$ cat src/rtl/dma_periph_pkg.sv
// Shared types and constants for the DMA peripheral-side handshake endpoint.
package dma_periph_pkg;

   // Handshake FSM states.
   typedef enum logic [2:0] {
      StIdle,
      StReq,
      StXfer,
      StRelease,
      StDone
   } state_e;

   // Transfer mode as programmed into the channel; 2'b11 behaves as single.
   typedef logic [1:0] mode_t;
   localparam mode_t MODE_DEMAND = 2'b00;
   localparam mode_t MODE_SINGLE = 2'b01;
   localparam mode_t MODE_BLOCK  = 2'b10;

   // Strobe edge pattern as {previous, current}; active-low strobes complete on release.
   localparam logic [1:0] STROBE_RISE = 2'b01;

   function automatic logic strobe_rise(input logic prev, input logic cur);
      return {prev, cur} == STROBE_RISE;
   endfunction

endpackage

$ cat src/rtl/dma_sync_fifo.sv
// Single-clock FIFO with occupancy count; a pop in the same cycle frees room for a push.
module dma_sync_fifo #(
   parameter int unsigned DATA_W = 8,
   parameter int unsigned DEPTH  = 8,
   parameter int unsigned CNT_W  = $clog2(DEPTH) + 1
) (
   input  logic              clk_i,
   input  logic              rst_i,
   input  logic              push_i,
   input  logic              pop_i,
   input  logic [DATA_W-1:0] data_i,
   output logic [DATA_W-1:0] data_o,
   output logic              full_o,
   output logic              empty_o,
   output logic [CNT_W-1:0]  count_o
);

   localparam int unsigned PTR_W = $clog2(DEPTH);

   logic [DATA_W-1:0] mem_q [DEPTH];
   logic [PTR_W-1:0]  wr_ptr_q, rd_ptr_q;
   logic [CNT_W-1:0]  count_q;
   logic              do_push, do_pop;

   assign empty_o = (count_q == '0);
   assign full_o  = (count_q == CNT_W'(DEPTH));
   assign count_o = count_q;
   assign data_o  = mem_q[rd_ptr_q];

   // Pop is evaluated first so a full FIFO can accept a push alongside a pop.
   assign do_pop  = pop_i & ~empty_o;
   assign do_push = push_i & (~full_o | do_pop);

   // Storage array; contents are don't-care while unoccupied.
   always_ff @(posedge clk_i) begin
      if (do_push) begin
         mem_q[wr_ptr_q] <= data_i;
      end
   end

   // Pointers wrap naturally at DEPTH (power of two); count tracks occupancy.
   always_ff @(posedge clk_i) begin
      if (rst_i) begin
         wr_ptr_q <= '0;
         rd_ptr_q <= '0;
         count_q  <= '0;
      end else begin
         if (do_push) wr_ptr_q <= wr_ptr_q + PTR_W'(1);
         if (do_pop)  rd_ptr_q <= rd_ptr_q + PTR_W'(1);
         case ({do_push, do_pop})
            2'b10:   count_q <= count_q + CNT_W'(1);
            2'b01:   count_q <= count_q - CNT_W'(1);
            default: count_q <= count_q;
         endcase
      end
   end

endmodule

$ cat src/rtl/dma_periph_handshake.sv
// Peripheral end of a DREQ/DACK DMA handshake: requests service for a local device and
// moves bytes between local TX/RX FIFOs and the device bus on IOR_N/IOW_N strobes.
module dma_periph_handshake
   import dma_periph_pkg::*;
#(
   parameter int unsigned DATA_W = 8,
   parameter int unsigned DEPTH  = 8,
   parameter int unsigned CNT_W  = $clog2(DEPTH) + 1
) (
   input  logic              clk_i,
   input  logic              rst_i,
   input  logic              en_i,
   input  logic              dir_i,
   input  logic [1:0]        mode_i,
   input  logic              dreq_pol_i,
   input  logic              dack_pol_i,
   output logic              dreq_o,
   input  logic              dack_i,
   input  logic              ior_n_i,
   input  logic              iow_n_i,
   input  logic              eop_n_i,
   input  logic [DATA_W-1:0] db_in_i,
   output logic [DATA_W-1:0] db_out_o,
   output logic              db_oe_o,
   input  logic              tx_valid_i,
   output logic              tx_ready_o,
   input  logic [DATA_W-1:0] tx_data_i,
   output logic              rx_valid_o,
   input  logic              rx_ready_i,
   output logic [DATA_W-1:0] rx_data_o,
   output logic              tc_o,
   output logic              err_o
);

   state_e            state_q, state_d;
   logic              dreq_q, dreq_d;
   logic              tc_q, tc_d;
   logic              err_q;
   logic              ior_q, iow_q;
   logic [DATA_W-1:0] db_in_q, last_q;

   logic              dack_act, xfer_done, svc, svc_nxt;
   logic              tx_push, tx_pop, tx_full, tx_empty;
   logic              rx_push, rx_pop, rx_full, rx_empty;
   logic [DATA_W-1:0] tx_head;
   logic [CNT_W-1:0]  tx_count, rx_count, tx_cnt_nxt, rx_cnt_nxt;

   assign dack_act  = dack_i ^ dack_pol_i;
   assign dreq_o    = dreq_q ^ dreq_pol_i;
   assign xfer_done = dack_act & (dir_i ? strobe_rise(iow_q, iow_n_i)
                                        : strobe_rise(ior_q, ior_n_i));

   assign tx_push    = tx_valid_i & ~tx_full;
   assign tx_pop     = xfer_done & ~dir_i;
   assign tx_ready_o = ~tx_full;
   assign rx_push    = xfer_done & dir_i;
   assign rx_pop     = rx_valid_o & rx_ready_i;
   assign rx_valid_o = ~rx_empty;

   // Occupancy after this cycle's traffic, so demand mode drops DREQ right after the last byte.
   assign tx_cnt_nxt = tx_count + CNT_W'(tx_push) - CNT_W'(tx_pop & ~tx_empty);
   assign rx_cnt_nxt = rx_count + CNT_W'(rx_push & (~rx_full | rx_pop)) - CNT_W'(rx_pop);
   assign svc        = dir_i ? ~rx_full : ~tx_empty;
   assign svc_nxt    = dir_i ? (rx_cnt_nxt != CNT_W'(DEPTH)) : (tx_cnt_nxt != '0);

   assign db_oe_o  = dack_act & ~ior_n_i & ~dir_i;
   assign db_out_o = tx_empty ? last_q : tx_head;
   assign tc_o     = tc_q;
   assign err_o    = err_q;

   dma_sync_fifo #(
      .DATA_W(DATA_W),
      .DEPTH (DEPTH),
      .CNT_W (CNT_W)
   ) u_tx_fifo (
      .clk_i  (clk_i),
      .rst_i  (rst_i),
      .push_i (tx_push),
      .pop_i  (tx_pop),
      .data_i (tx_data_i),
      .data_o (tx_head),
      .full_o (tx_full),
      .empty_o(tx_empty),
      .count_o(tx_count)
   );

   dma_sync_fifo #(
      .DATA_W(DATA_W),
      .DEPTH (DEPTH),
      .CNT_W (CNT_W)
   ) u_rx_fifo (
      .clk_i  (clk_i),
      .rst_i  (rst_i),
      .push_i (rx_push),
      .pop_i  (rx_pop),
      .data_i (db_in_q),
      .data_o (rx_data_o),
      .full_o (rx_full),
      .empty_o(rx_empty),
      .count_o(rx_count)
   );

   // Handshake FSM next state; end-of-process during DACK overrides everything.
   always_comb begin
      state_d = state_q;
      dreq_d  = dreq_q;
      tc_d    = tc_q;
      unique case (state_q)
         StIdle: begin
            if (en_i && svc) begin
               state_d = StReq;
               dreq_d  = 1'b1;
            end
         end
         StReq: begin
            if (!en_i) begin
               state_d = StRelease;
               dreq_d  = 1'b0;
            end else if (dack_act) begin
               state_d = StXfer;
               if (mode_i == MODE_BLOCK) dreq_d = 1'b0;
            end
         end
         StXfer: begin
            if (!en_i) begin
               state_d = StRelease;
               dreq_d  = 1'b0;
            end else begin
               case (mode_i)
                  MODE_DEMAND: begin
                     if (!svc_nxt) begin
                        state_d = StRelease;
                        dreq_d  = 1'b0;
                     end
                  end
                  MODE_BLOCK: begin
                     dreq_d = 1'b0;
                     if (!dack_act) state_d = StRelease;
                  end
                  default: begin
                     if (xfer_done) begin
                        state_d = StRelease;
                        dreq_d  = 1'b0;
                     end
                  end
               endcase
            end
         end
         StRelease: begin
            dreq_d = 1'b0;
            if (!dack_act) state_d = StIdle;
         end
         StDone: begin
            dreq_d = 1'b0;
            if (!en_i) begin
               state_d = StIdle;
               tc_d    = 1'b0;
            end
         end
         default: begin
            state_d = StIdle;
            dreq_d  = 1'b0;
         end
      endcase
      if (dack_act && !eop_n_i) begin
         state_d = StDone;
         dreq_d  = 1'b0;
         tc_d    = 1'b1;
      end
   end

   // State, sticky flags, strobe history, bus capture and the held DB_OUT value.
   always_ff @(posedge clk_i) begin
      if (rst_i) begin
         state_q <= StIdle;
         dreq_q  <= 1'b0;
         tc_q    <= 1'b0;
         err_q   <= 1'b0;
         ior_q   <= 1'b1;
         iow_q   <= 1'b1;
         db_in_q <= '0;
         last_q  <= '0;
      end else begin
         state_q <= state_d;
         dreq_q  <= dreq_d;
         tc_q    <= tc_d;
         ior_q   <= ior_n_i;
         iow_q   <= iow_n_i;
         db_in_q <= db_in_i;
         if ((tx_pop && tx_empty) || (rx_push && rx_full && !rx_pop)) err_q <= 1'b1;
         // Underflow pops drive zero; otherwise remember the byte just handed out.
         if (tx_pop) last_q <= tx_empty ? '0 : tx_head;
      end
   end

endmodule

$ cat config.mk
export PLATFORM = sky130hd
export DESIGN_NAME = dma_periph_handshake
export DESIGN_NICKNAME = d
export VERILOG_FILES = /design/src/rtl/dma_periph_pkg.sv /design/src/rtl/dma_sync_fifo.sv /design/src/rtl/dma_periph_handshake.sv
export SDC_FILE = /design/constraint.sdc
export NUM_CORES = 1
export LEC_CHECK = 0
export ABC_AREA = 1
export BUFFER_PORTS_ARGS = -buffer_cell sky130_fd_sc_hd__buf_2
export CAP_MARGIN = 20
export CORE_ASPECT_RATIO = 2
export CORE_MARGIN = 2
export CORE_UTILIZATION = 50
export CTS_CLUSTER_DIAMETER = 60
export DETAILED_ROUTE_END_ITERATION = 10
export GPL_ROUTABILITY_DRIVEN = 0
export HOLD_SLACK_MARGIN = 0.15
export PLACE_DENSITY_LB_ADDON = 0.1
export SLEW_MARGIN = 20
export SYNTH_ARGS = -nofsm -noshare
export SYNTH_HDL_FRONTEND = slang
export SYNTH_SLANG_ARGS = --single-unit
$ cat constraint.sdc
create_clock -name clk_i -period 6 [get_ports clk_i]
set_input_delay 1.2 -clock clk_i [delete_from_list [all_inputs] [get_ports clk_i]]
set_output_delay 1.2 -clock clk_i [all_outputs]
set_load 0.01 [all_outputs]
# Word-level counts from Yosys, hierarchy flattened
# Memory sizes are Yosys's and may differ from the RTL's. A register that Yosys moved wholly into a read port is not among the register bits.
# Index checks and enable logic that the tools add are counted.
dict set report op_classes {
  addsub 12
  n_eq_ne 30
  muxes 39
  bitwise_logic 26
  n_reduce_logical 21
}
# cell count
set op_table {}
lappend op_table {{3-bit 2-to-1 mux} 14}
lappend op_table {{1-bit 2-to-1 mux} 17}
lappend op_table {{8-bit 2-to-1 mux} 2}
lappend op_table {{4-bit inequality test, second input constant} 4}
lappend op_table {{4-bit one-hot mux with 2 select lines} 2}
lappend op_table {{3-bit inequality test, second input constant} 5}
lappend op_table {{5-bit inequality test, second input constant} 3}
lappend op_table {{3-bit one-hot mux with 5 select lines} 1}
lappend op_table {{7-bit AND reduction} 2}
lappend op_table {{3-bit by 1-bit adder with 3-bit output, second input constant} 4}
lappend op_table {{1-bit bitwise AND} 11}
lappend op_table {{4-bit by 1-bit adder with 4-bit output, second input constant} 2}
lappend op_table {{1-bit by 4-bit bitwise AND with 4-bit output} 2}
lappend op_table {{2-bit by 1-bit equality test with 1-bit output, second input constant} 4}
lappend op_table {{4-bit equality test, second input constant} 2}
lappend op_table {{4-bit zero test} 2}
lappend op_table {{1-bit NOT with 4-bit output} 2}
lappend op_table {{4-bit by 1-bit subtractor with 4-bit output, second input constant} 2}
lappend op_table {{2-bit equality test, second input constant} 3}
lappend op_table {{3-bit by 2-bit equality test with 1-bit output, second input constant} 2}
lappend op_table {{2-bit inequality test, second input constant} 3}
lappend op_table {{6-bit inequality test, second input constant} 1}
lappend op_table {{1-bit NOT} 6}
lappend op_table {{3-bit one-hot mux with 2 select lines} 1}
lappend op_table {{22 further kinds} 31}
dict set report word_totals {
  regBits 44
  ram_bits 128
  word_cells 145
  memories 2
}
# name depth word_bits read_ports rd_ports_with_merged_regs write_ports line
set memory_table {}
lappend memory_table {u_rx_fifo.mem_q 8 8 1 1 1 dma_sync_fifo.sv:20} ;# logic [DATA_W-1:0] mem_q [DEPTH];
lappend memory_table {u_tx_fifo.mem_q 8 8 1 1 1 dma_sync_fifo.sv:20}

# Longest topological paths before layout
# Gate-level depths: netlist of the first run.
dict set report logic_depth {
  ltp_word 14
  mapped_depth 22
  ltp_nobuf 22
}

# Hierarchy
# A second synthesis of the first run with hierarchy kept.
dict set report hier_totals {
  hier_cells 777
  area_unflattened_um2 8026.4
}
# mod instances cells_per_inst area_per_inst_um2
set by_module_without_submodules {}
lappend by_module_without_submodules {{dma_sync_fifo (u_tx_fifo)} 1 260 3216.8}
lappend by_module_without_submodules {{dma_sync_fifo (u_rx_fifo)} 1 277 3209.3}
lappend by_module_without_submodules {dma_periph_handshake 1 240 1600.3}

# Worst setup path after synthesis of the first run
# Ideal clock, no wire load.
dict set report synth_path {
  kind {input to register}
  startpoint {input dack_pol_i}
  endpoint {register state_q[0]}
  t_arrival_ps 3343
  t_required_ps 5887
  slack_ps 2544
  cell_stages 19
  path_buffers 0
  cell_sequence {inv_1 nand2_1 nand2_1 nand2_2 nor2_2 nand2_2 nor2_1 inv_1 o21ai_0 ha_1 inv_1 fa_1 nand3b_1 nor2_1 nand3_1 nand3_1 nand2_1 nor2_1 nor2_1}
}
dict set report synth_between {
  elab_chain_len 10
  elab_cells_between_ends 20
  cone_classes {3 x add/sub; 6 x eq/ne; 1 x mux; 6 x bitwise; 4 x reduce/logical}
}
# item line
set synth_rtl {}
lappend synth_rtl {{start: declaration} dma_periph_handshake.sv:16} ;# input logic dack_pol_i,
lappend synth_rtl {{1-bit bitwise XOR (*)} dma_periph_handshake.sv:48} ;# assign dack_act = dack_i ^ dack_pol_i;
lappend synth_rtl {{1-bit bitwise AND} dma_periph_handshake.sv:50} ;# assign xfer_done = dack_act & (dir_i ? strobe_rise(iow_q, iow_n_i)
lappend synth_rtl {{1-bit bitwise AND} dma_periph_handshake.sv:56} ;# assign rx_push = xfer_done & dir_i;
lappend synth_rtl {{1-bit by 4-bit bitwise AND with 4-bit output} dma_periph_handshake.sv:62} ;# assign rx_cnt_nxt = rx_count + CNT_W'(rx_push & (~rx_full | rx_pop)) - CNT_W'(rx_pop);
lappend synth_rtl {{4-bit adder} dma_periph_handshake.sv:62}
lappend synth_rtl {{4-bit by 1-bit subtractor with 4-bit output} dma_periph_handshake.sv:62}
lappend synth_rtl {{4-bit inequality test} dma_periph_handshake.sv:64} ;# assign svc_nxt = dir_i ? (rx_cnt_nxt != CNT_W'(DEPTH)) : (tx_cnt_nxt != '0);
lappend synth_rtl {{1-bit 2-to-1 mux} dma_periph_handshake.sv:64}
lappend synth_rtl {{4-bit inequality test (no line)} n/a}
lappend synth_rtl {{7-bit AND reduction (no line)} n/a}
lappend synth_rtl {{end signal: assignment} dma_periph_handshake.sv:175} ;# state_q <= StIdle;
lappend synth_rtl {{end signal: assignment} dma_periph_handshake.sv:184} ;# state_q <= state_d;
lappend synth_rtl {{end: declaration} dma_periph_handshake.sv:35} ;# state_e state_q, state_d;
# Every way passes the cells marked *; elsewhere a longest branch is shown, timed or not.
# A chain may end at the register's enable or synchronous reset.

# Worst setup path after layout of the first run
dict set report layout_path {
  startpoint {input dack_pol_i}
  endpoint {register state_q[1]}
}
# Same word-level chain as after synthesis.

==> results of run 1 <==
==> kinds of logic (layout without fill, tap and decap cells) <==
logic type,after synthesis,after routing,synth area share (%)
fa+ha+maj,24,24,4.34
xor+xnor,4,4,0.461
simple gates,285,285,15.5
compound gates,162,162,11.7
flops,178,178,63.7
buf+inv,86,148,4.33
==> worst min-delay path by stage <==
stage | startpoint | endpoint | slack, ns
2_1_floorplan | u_rx_fifo.rd_ptr_q[2] | flop | 0.43
3_3_place_gp | u_rx_fifo.rd_ptr_q[2] | u_rx_fifo.rd_ptr_q[2] | 0.45
3_5_place_dp | u_rx_fifo.rd_ptr_q[2] | u_rx_fifo.rd_ptr_q[2] | 0.46
4_1_cts | u_rx_fifo.rd_ptr_q[2] | u_rx_fifo.rd_ptr_q[2] | 0.47
5_1_grt | u_rx_fifo.rd_ptr_q[2] | u_rx_fifo.rd_ptr_q[2] | 0.50
6_report | u_rx_fifo.rd_ptr_q[2] | u_rx_fifo.rd_ptr_q[2] | 0.46
==> critical path, delay by kind of cell <==
kind	cells	cell delay [ns]
buf+inv	4	0.29
fa+ha+maj	2	0.68
compound gates	1	0.08
simple gates	14	1.92
==> Yosys cell counts <==
library cell	n	area, um^2
o211ai_1	16	120
or2_2	4	25.0
clkbuf_1	23	86.3
fa_1	4	80.1
o41ai_1	1	8.76
or2_4	1	8.76
dfxtp_1	50	1000
nor3b_1	1	7.51
edfxtp_1	128	3840
nand2_1	79	297
a21oi_1	28	140
o21ai_1	1	5.00
nand3_2	1	10.0
clkinv_1	1	3.75
clkinv_2	1	5.00
inv_1	57	214
buf_4	1	7.51
inv_2	2	7.51
o21ai_0	94	470
nand3b_1	3	22.5
ha_1	20	250
nor3_2	2	20.0
xor2_1	2	17.5
o21ai_2	1	8.76
nand3_1	18	90.1
nor3_1	7	35.0
a21o_1	1	7.51
o22ai_1	10	62.6
a21oi_2	2	17.5
and3_1	1	6.26
xnor2_1	2	17.5
a31oi_1	8	50.1
buf_2	1	5.00
nand2_2	6	37.5
nor2_1	158	593
nand4_1	2	12.5
nor2_2	2	12.5
==> flip-flops by register name, summed over array words and instances (netlist names), 4 cells and up, named ones only <==
name	flops
u_rx_fifo.mem_q	64
db_in_q	8
u_rx_fifo.count_o	4
last_q	8
u_tx_fifo.count_o	4
u_tx_fifo.mem_q	64
==> area by class of cell <==
| cell class | instances | area [um^2] |
|---|---|---|
| well taps | 195 | 244 |
| clock inverters | 15 | 214 |
| fillers | 1327 | 6140 |
| inverters | 61 | 230 |
| clock buffers | 17 | 425 |
| flip-flops and latches | 178 | 4840 |
| multi-input cells | 475 | 2430 |
| repair buffers | 55 | 285 |
==> report_power, final <==
group          switching, mW  total, mW  leakage (nW)  internal (mW)
clock network          0.567       1.15         0.307          0.585
logic                  0.439      0.689          1.46          0.251
registers             0.0649       1.44          1.58           1.37
==> through the flow <==
step | utilization (%) | cells
6_report | 58.6 | 996
3_5_place_dp | 54.2 | 964
2_1_floorplan | - | 739
3_3_place_gp | 54.2 | 964
5_1_grt | 58.6 | 996
4_1_cts | 58.6 | 996
==> metal layers <==
layer / routed length (um) / track usage, % / up-vias
met3: 321 / 2.92 / 35
met1: 6180 / 21.4 / 2543
met4: 576 / 10.9 / 0
met2: 9100 / 40.6 / 92
li1: - / - / 2639
met5: 0 / 0 / -
==> results by group, run 1 <==
Floorplan
  • Starting density of the core: 51.3%
  • Die Span X: 91.2 um
  • I/O pin count: 52
  • Die boundary height: 178 um
  • Core area: 14800 um^2
  • Total die area: 16300 um^2
  • Cell row count: 63

Final layout
  • Leading cell type in the layout, fill and taps excluded: nor2_1
  • Number of nets at the end of the flow: 842
  • Layout cell share with drive strength beyond 1: 13.6%
  • Most frequent cells in the layout: nor2_1, edfxtp_1, o21ai_0
  • Finished layout cell area: 8680 um^2
  • Syn-to-layout area delta: 14.1%
  • Antenna diode instance count: 0

Route
  • DRC: 0
  • Iteration-0 DRC Markers: 279
  • Detail Route Antenna Nets: 0
  • Count of TritonRoute iterations in the first routing pass: 5
  • Detailed-route vias per instance: 5.33
  • Via Count: 5309
  • Routed Wire Length: 16200 um
  • Average wire length per cell after detail routing: 16.2 um

Placed design
  • Worst Setup Slack post-DPL: 1.74 ns
  • DPL Wire Length: 11200 um
  • Total placed instance area: 8040 um^2
  • Port Buffer Count: 51

Clock tree
  • Post-cts sizing count: 0
  • CTS root buf: clkbuf_16
  • Number of buffers created by CTS: 17
  • H-tree depth: 4
  • Post-CTS Hold Buffers: 0
  • Clock Pin Slew Worst Setup and Hold Paths: 0.07 ns
  • Max clock buf depth: 2
  • Clock latency at the later pin of the worst-skew pair: 0.43 ns
  • Clock Sinks: 178
  • Number of post-CTS setup repair buffers: 0
  • TritonCTS clock tree: built

Power
  • Post-layout total power: 3.28 mW
  • Cell Pwr Density: 378 nW/um^2
  • Leak Pwr: 3.35 nW
  • Largest vdd supply drop: 276 uV

Timing
  • Post-layout minimum cycle time: 3.82 ns
  • Final clock skew: 0.0134 ns
  • Setup TNS Final: 0 ns
  • Worst-case hold slack: 0.462 ns
  • Final cycle utilization of the critical path: 63.6%
  • RSZ-0062 raised after global routing: false
  • Slack of the critical path: 2.18 ns
  • Final Setup Violations: 0
  • Count of pins over their slew limit: 0
  • Timing-limited maximum frequency: 262 MHz
  • Transition time at the pin with the least slew margin: 1.04 ns
  • Count of endpoints failing hold in the final timing report: 0
  • Slew headroom: 30.7%

Synth
  • Sequential-to-total area share from yosys stat: 63.7%
  • Seq cells post-synth: 178
  • Total of warnings raised by yosys: 0
  • Number of distinct standard cells referenced by the synthesized netlist: 37
  • Post-synthesis cell count: 739
  • Post-Synthesis Net Count: 793
  • Mean cell area of the mapped netlist: 10.3 um^2
  • Cell area after technology mapping: 7610 um^2

Global routing
  • Wire length of the first global-routing pass: 26200 um
  • Largest net degree at the start of global routing: 34
  • Vias in the first global route: 5407
  • Residual overflow from global routing: 0
  • Tot GR Track Use: 21.0%
  • Initial antenna violation count: 0

Status
  • Status: complete, no violations

Critical path
  • Arr. time, crit path: 4.18 ns
  • Reg-to-Reg End: state_q[1]
  • Critical path fanouts, max: 18
  • Reg2reg start: ior_q
  • Count of cells along the worst register-to-register path: 18
  • Setup crit start kind: primary input
  • Delay of the slowest cell on the worst path: 0.52 ns
  • Source of the critical timing path: dack_pol_i
  • Type of element capturing the critical path: flop
  • R2R Setup Slk: 2.81 ns
  • CP dominant cell by count: nand2_1
  • Cell at the slowest stage of the critical path: nor2_2
  • Worst Path Class, Setup: in -> reg
  • End of the critical path: state_q[1]
  • Data required time of the critical path: 6.36 ns
  • Critical-path cell list: buf_2 -> inv_1 -> nand2_1 -> nand2_1 -> nand2_2 -> nor2_2 -> nand2_2 -> nor2_1 -> inv_1 -> o21ai_0 -> ha_1 -> inv_1 -> fa_1 -> nand3b_1 -> nor2_1 -> nand3_1 -> nand3_1 -> nand2_1 -> nand2_1 -> nand2_1 -> nor2_1

Min path
  • Worst hold path class: reg -> reg
  • Hold Path Depth: 2

Job
  • Max_cap viols: 0
No activity file was read; power rests on OpenSTA's default activity.
==> inputs of run 2 (changes only) <==
--- a/config.mk
+++ b/config.mk
@@ -5,7 +5,7 @@
 export SDC_FILE = /design/constraint.sdc
 export NUM_CORES = 1
 export LEC_CHECK = 0
-export ABC_AREA = 1
+export ABC_AREA = 0
 export BUFFER_PORTS_ARGS = -buffer_cell sky130_fd_sc_hd__buf_2
 export CAP_MARGIN = 20
 export CORE_ASPECT_RATIO = 2
==> constraint.sdc (replaced) <==
create_clock -name clk_i -period 3.1 [get_ports clk_i]
set_input_delay 0.62 -clock clk_i [delete_from_list [all_inputs] [get_ports clk_i]]
set_output_delay 0.62 -clock clk_i [all_outputs]
set_load 0.01 [all_outputs]
==> run 2 against run 1 <==
Against the previous run:
- flip-flop and latch count unchanged
- clock-buffer cell count rose by 5
- sequential share of layout area shrank 1.2 points
- first-iteration DRC count down 19%
- sequential power grew 88%
- worst setup slack worse by 2.1 ns
- critical path depth shrank 5
- via count shrank 22%
- routed wire length decreased by 17%
- area after synthesis shrank 2.2%
==> results by group, run 2 <==
Status
  • Status: complete, no violations (unchanged)

Synth
  • Largest family of logic cells by synthesized area: multiplexers (was simple AND/OR/NAND/NOR gates)
  • Area fraction in compound gates after synthesis: 4.36% (was 11.7%)
  • Number of distinct standard cells referenced by the synthesized netlist: 45 (was 37)
  • Cell area after technology mapping: 7440 um^2 (was 7610 um^2)
  • Adder and majority cell fraction of the synthesized area: 4.44% (was 4.34%)
  • Top post-synthesis cells by count: edfxtp_1, dfxtp_1, nor2_1 (was nor2_1, edfxtp_1, o21ai_0)
  • Area share of the largest cell type after synthesis: 51.7% (was 50.5%)
  • Post-synth EDFFs: 128 (unchanged)
  • Biggest area contributors in the synthesized netlist: edfxtp_1, dfxtp_1, mux4_2 (was edfxtp_1, dfxtp_1, nor2_1)
  • Post-synthesis cell count: 486 (was 739)
  • Top-count cell post-synth: edfxtp_1 (was nor2_1)
  • Mean cell area of the mapped netlist: 15.3 um^2 (was 10.3 um^2)
  • Post-Synthesis Net Count: 540 (was 793)
  • Sequential-to-total area share from yosys stat: 65.1% (was 63.7%)
  • Seq cells post-synth: 178 (unchanged)
  • Total of warnings raised by yosys: 0 (unchanged)
  • Post-synthesis cell type with the largest combined area: edfxtp_1 (unchanged)
  • Share of flip-flops with an asynchronous set or reset: 0% (unchanged)
  • Share of the synthesized netlist area taken by xor and xnor gates: 2.10% (was 0.461%)
  • Simple logic cell fraction of the synthesized area: 7.92% (was 15.5%)
  • Multiplexer share of the synthesized area: 13.9% (was 0%)
  • Most frequently used flop master after synthesis: edfxtp_1 (unchanged)

Clock tree
  • H-tree depth: 4 (unchanged)
  • Clock latency at the later pin of the worst-skew pair: 0.43 ns (about the same)
  • Number of buffers created by CTS: 17 (unchanged)
  • Max clock buf depth: 2 (unchanged)
  • TritonCTS clock tree: built (unchanged)
  • Clock Sinks: 178 (unchanged)
  • CTS root buf: clkbuf_16 (unchanged)
  • Post-CTS Hold Buffers: 0 (unchanged)
  • Number of post-CTS setup repair buffers: 0 (unchanged)
  • Clock Pin Slew Worst Setup and Hold Paths: 0.07 ns (about the same)

Final layout
  • Leading cell type in the layout, fill and taps excluded: edfxtp_1 (was nor2_1)
  • Layout cell share with drive strength beyond 1: 35.5% (was 13.6%)
  • Largest registers ranked by flip-flop count: u_rx_fifo.mem_q x64, u_tx_fifo.mem_q x64 (unchanged)
  • Antenna diode instance count: 0 (unchanged)
  • Final core area utilization: 60.5% (was 58.6%)
  • Final standard cell count with taps included and fillers excluded: 786 (was 996)
  • Syn-to-layout area delta: 19.2% (was 14.1%)
  • Number of nets at the end of the flow: 632 (was 842)
  • Most frequent cells in the layout: edfxtp_1, buf_2, dfxtp_1 (was nor2_1, edfxtp_1, o21ai_0)

Critical path
  • Type of element capturing the critical path: flop (unchanged)
  • Arr. time, crit path: 3.29 ns (was 4.18 ns)
  • Worst Path Class, Setup: reg -> reg (was in -> reg)
  • Data required time of the critical path: 3.42 ns (was 6.36 ns)
  • Critical path fanouts, max: 2 (was 18)
  • R2R Setup Slk: 0.13 ns (was 2.81 ns)
  • Setup crit start kind: flop (was primary input)

Route
  • Count of TritonRoute iterations in the first routing pass: 4 (was 5)
  • Via Count: 4120 (was 5309)
  • Routed Wire Length: 13400 um (was 16200 um)
  • Average wire length per cell after detail routing: 17.1 um (was 16.2 um)
  • Detail Route Antenna Nets: 0 (unchanged)
  • Iteration-0 DRC Markers: 225 (was 279)
  • Detailed-route vias per instance: 5.24 (was 5.33)
  • DRC: 0 (unchanged)

Power
  • Post-layout total power: 6.02 mW (was 3.28 mW)
  • Largest vdd supply drop: 416 uV (was 276 uV)
  • Cell Pwr Density: 679 nW/um^2 (was 378 nW/um^2)
  • Leak Pwr: 3.18 nW (was 3.35 nW)

Floorplan
  • Die boundary height: 176 um (was 178 um)
  • Core area: 14700 um^2 (was 14800 um^2)
  • Cell row count: 63 (unchanged)
  • Total die area: 15900 um^2 (was 16300 um^2)
  • I/O pin count: 52 (unchanged)
  • Starting density of the core: 50.7% (was 51.3%)
  • Die Span X: 90.2 um (was 91.2 um)

Timing
  • Setup TNS Final: 0 ns (unchanged)
  • Slew headroom: 41.8% (was 30.7%)
  • Final clock skew: 0.00968 ns (was 0.0134 ns)
  • Count of endpoints failing hold in the final timing report: 0 (unchanged)
  • Post-layout minimum cycle time: 2.97 ns
  • Final cycle utilization of the critical path: 95.8%
  • Count of pins over their slew limit: 0 (unchanged)
  • Worst-case hold slack: 0.403 ns (was 0.462 ns)
  • Transition time at the pin with the least slew margin: 0.873 ns (was 1.04 ns)
  • Final Setup Violations: 0 (unchanged)
  • Timing-limited maximum frequency: 337 MHz

Job
  • Max_cap viols: 0 (unchanged)

Global routing
  • Residual overflow from global routing: 0 (unchanged)
  • Wire length of the first global-routing pass: 21300 um (was 26200 um)
  • Vias in the first global route: 3968 (was 5407)
  • Tot GR Track Use: 17.9% (was 21.0%)
  • Initial antenna violation count: 0 (unchanged)
  • Largest net degree at the start of global routing: 47 (was 34)

Placed design
  • Cell count after placement: 754 (was 964)
  • Port Buffer Count: 51 (unchanged)
  • DPL Wire Length: 8420 um (was 11200 um)

Min path
  • Worst hold path class: in -> reg (was reg -> reg)
-- run 2: cell types whose count changed in the layout (fill, tap and decap cells not counted), sizes merged, moves of 10 or more --
| cell | change |
|---|---|
| nor2 | -120 |
| o21ai | -87 |
| nand2 | -63 |
| inv | -45 |
| buf | +37 |
| mux4 | +32 |
| mux2 | +24 |
| o211ai | -16 |
| nand3 | -13 |
| a21oi | -10 |
| nand2b | +10 |
| o22ai | -10 |
-- run 2: per-layer routing --
layer	vias up	global-route usage [%]	wire length, um
met5	-	0	0
met1	2019	24.2	6130
met4	0	6.92	191
met3	12	4.31	463
li1	2015	-	-
met2	74	28.4	6650
-- run 2: worst max-delay path: stages (launching register included) --
cell and delay [ns]:
dfxtp_2 0.33, inv_2 0.06, ha_4 0.11, or3b_4 0.39, nand2_4 0.08, inv_2 0.04
ha_4 0.20, inv_2 0.06, ha_4 0.13, inv_2 0.04, fa_1 0.53, nand2_1 0.06
nor3_2 0.17, a31oi_2 0.13, a211oi_2 0.25, mux2i_1 0.21, nor2_1 0.06
-- run 2: what timing repair did --
action	in CTS	in global routing
setup endpoints to repair	3	3
gates resized for setup	2	15
pin swaps	2	8
-- run 2: final timing paths --
kind	cells after the start	endpoint	from
min	2	db_in_q[6]	db_in_i[6]
min reg2reg	2	tc_o	tc_o
max	16	state_q[0]	u_rx_fifo.count_o[2]
max reg2reg	16	state_q[0]	u_rx_fifo.count_o[2]
-- run 2: kinds of logic (layout without fill, tap and decap cells) --
| family | Yosys count | in the layout |
|---|---|---|
| AO/OA/AOI/OAI | 52 | 52 |
| XOR/XNOR | 17 | 17 |
| adder cells (fa/ha/maj) | 24 | 24 |
| buffers and inverters | 39 | 144 |
| flip-flops | 178 | 178 |
| multiplexers | 60 | 60 |
| AND/OR/NAND/NOR | 116 | 116 |
-- run 2: final cells by class --
type | instances | area [um^2]
fill | 1152 | 5800
sequential | 178 | 4850
multi-input combinational | 269 | 2530
timing repair buffer | 92 | 563
clock buffer | 22 | 485
tap | 195 | 244
clock inverter | 10 | 120
inverter | 20 | 75.1
-- run 2: per-stage QoR --
step                      setup slack (ns)  area [um^2]
after floorplan                    -0.0932         7470
after global placement              -0.243         8200
after detailed placement            -0.290         8200
after CTS                          0.00170         8810
after global routing               -0.0258         8870
final                                0.131         8870
-- run 2: power by group --
group / switching (mW) / internal, mW / leakage (nW)
logic: 0.569 / 0.607 / 1.32
registers: 0.0637 / 2.63 / 1.57
clock network: 0.862 / 1.28 / 0.289
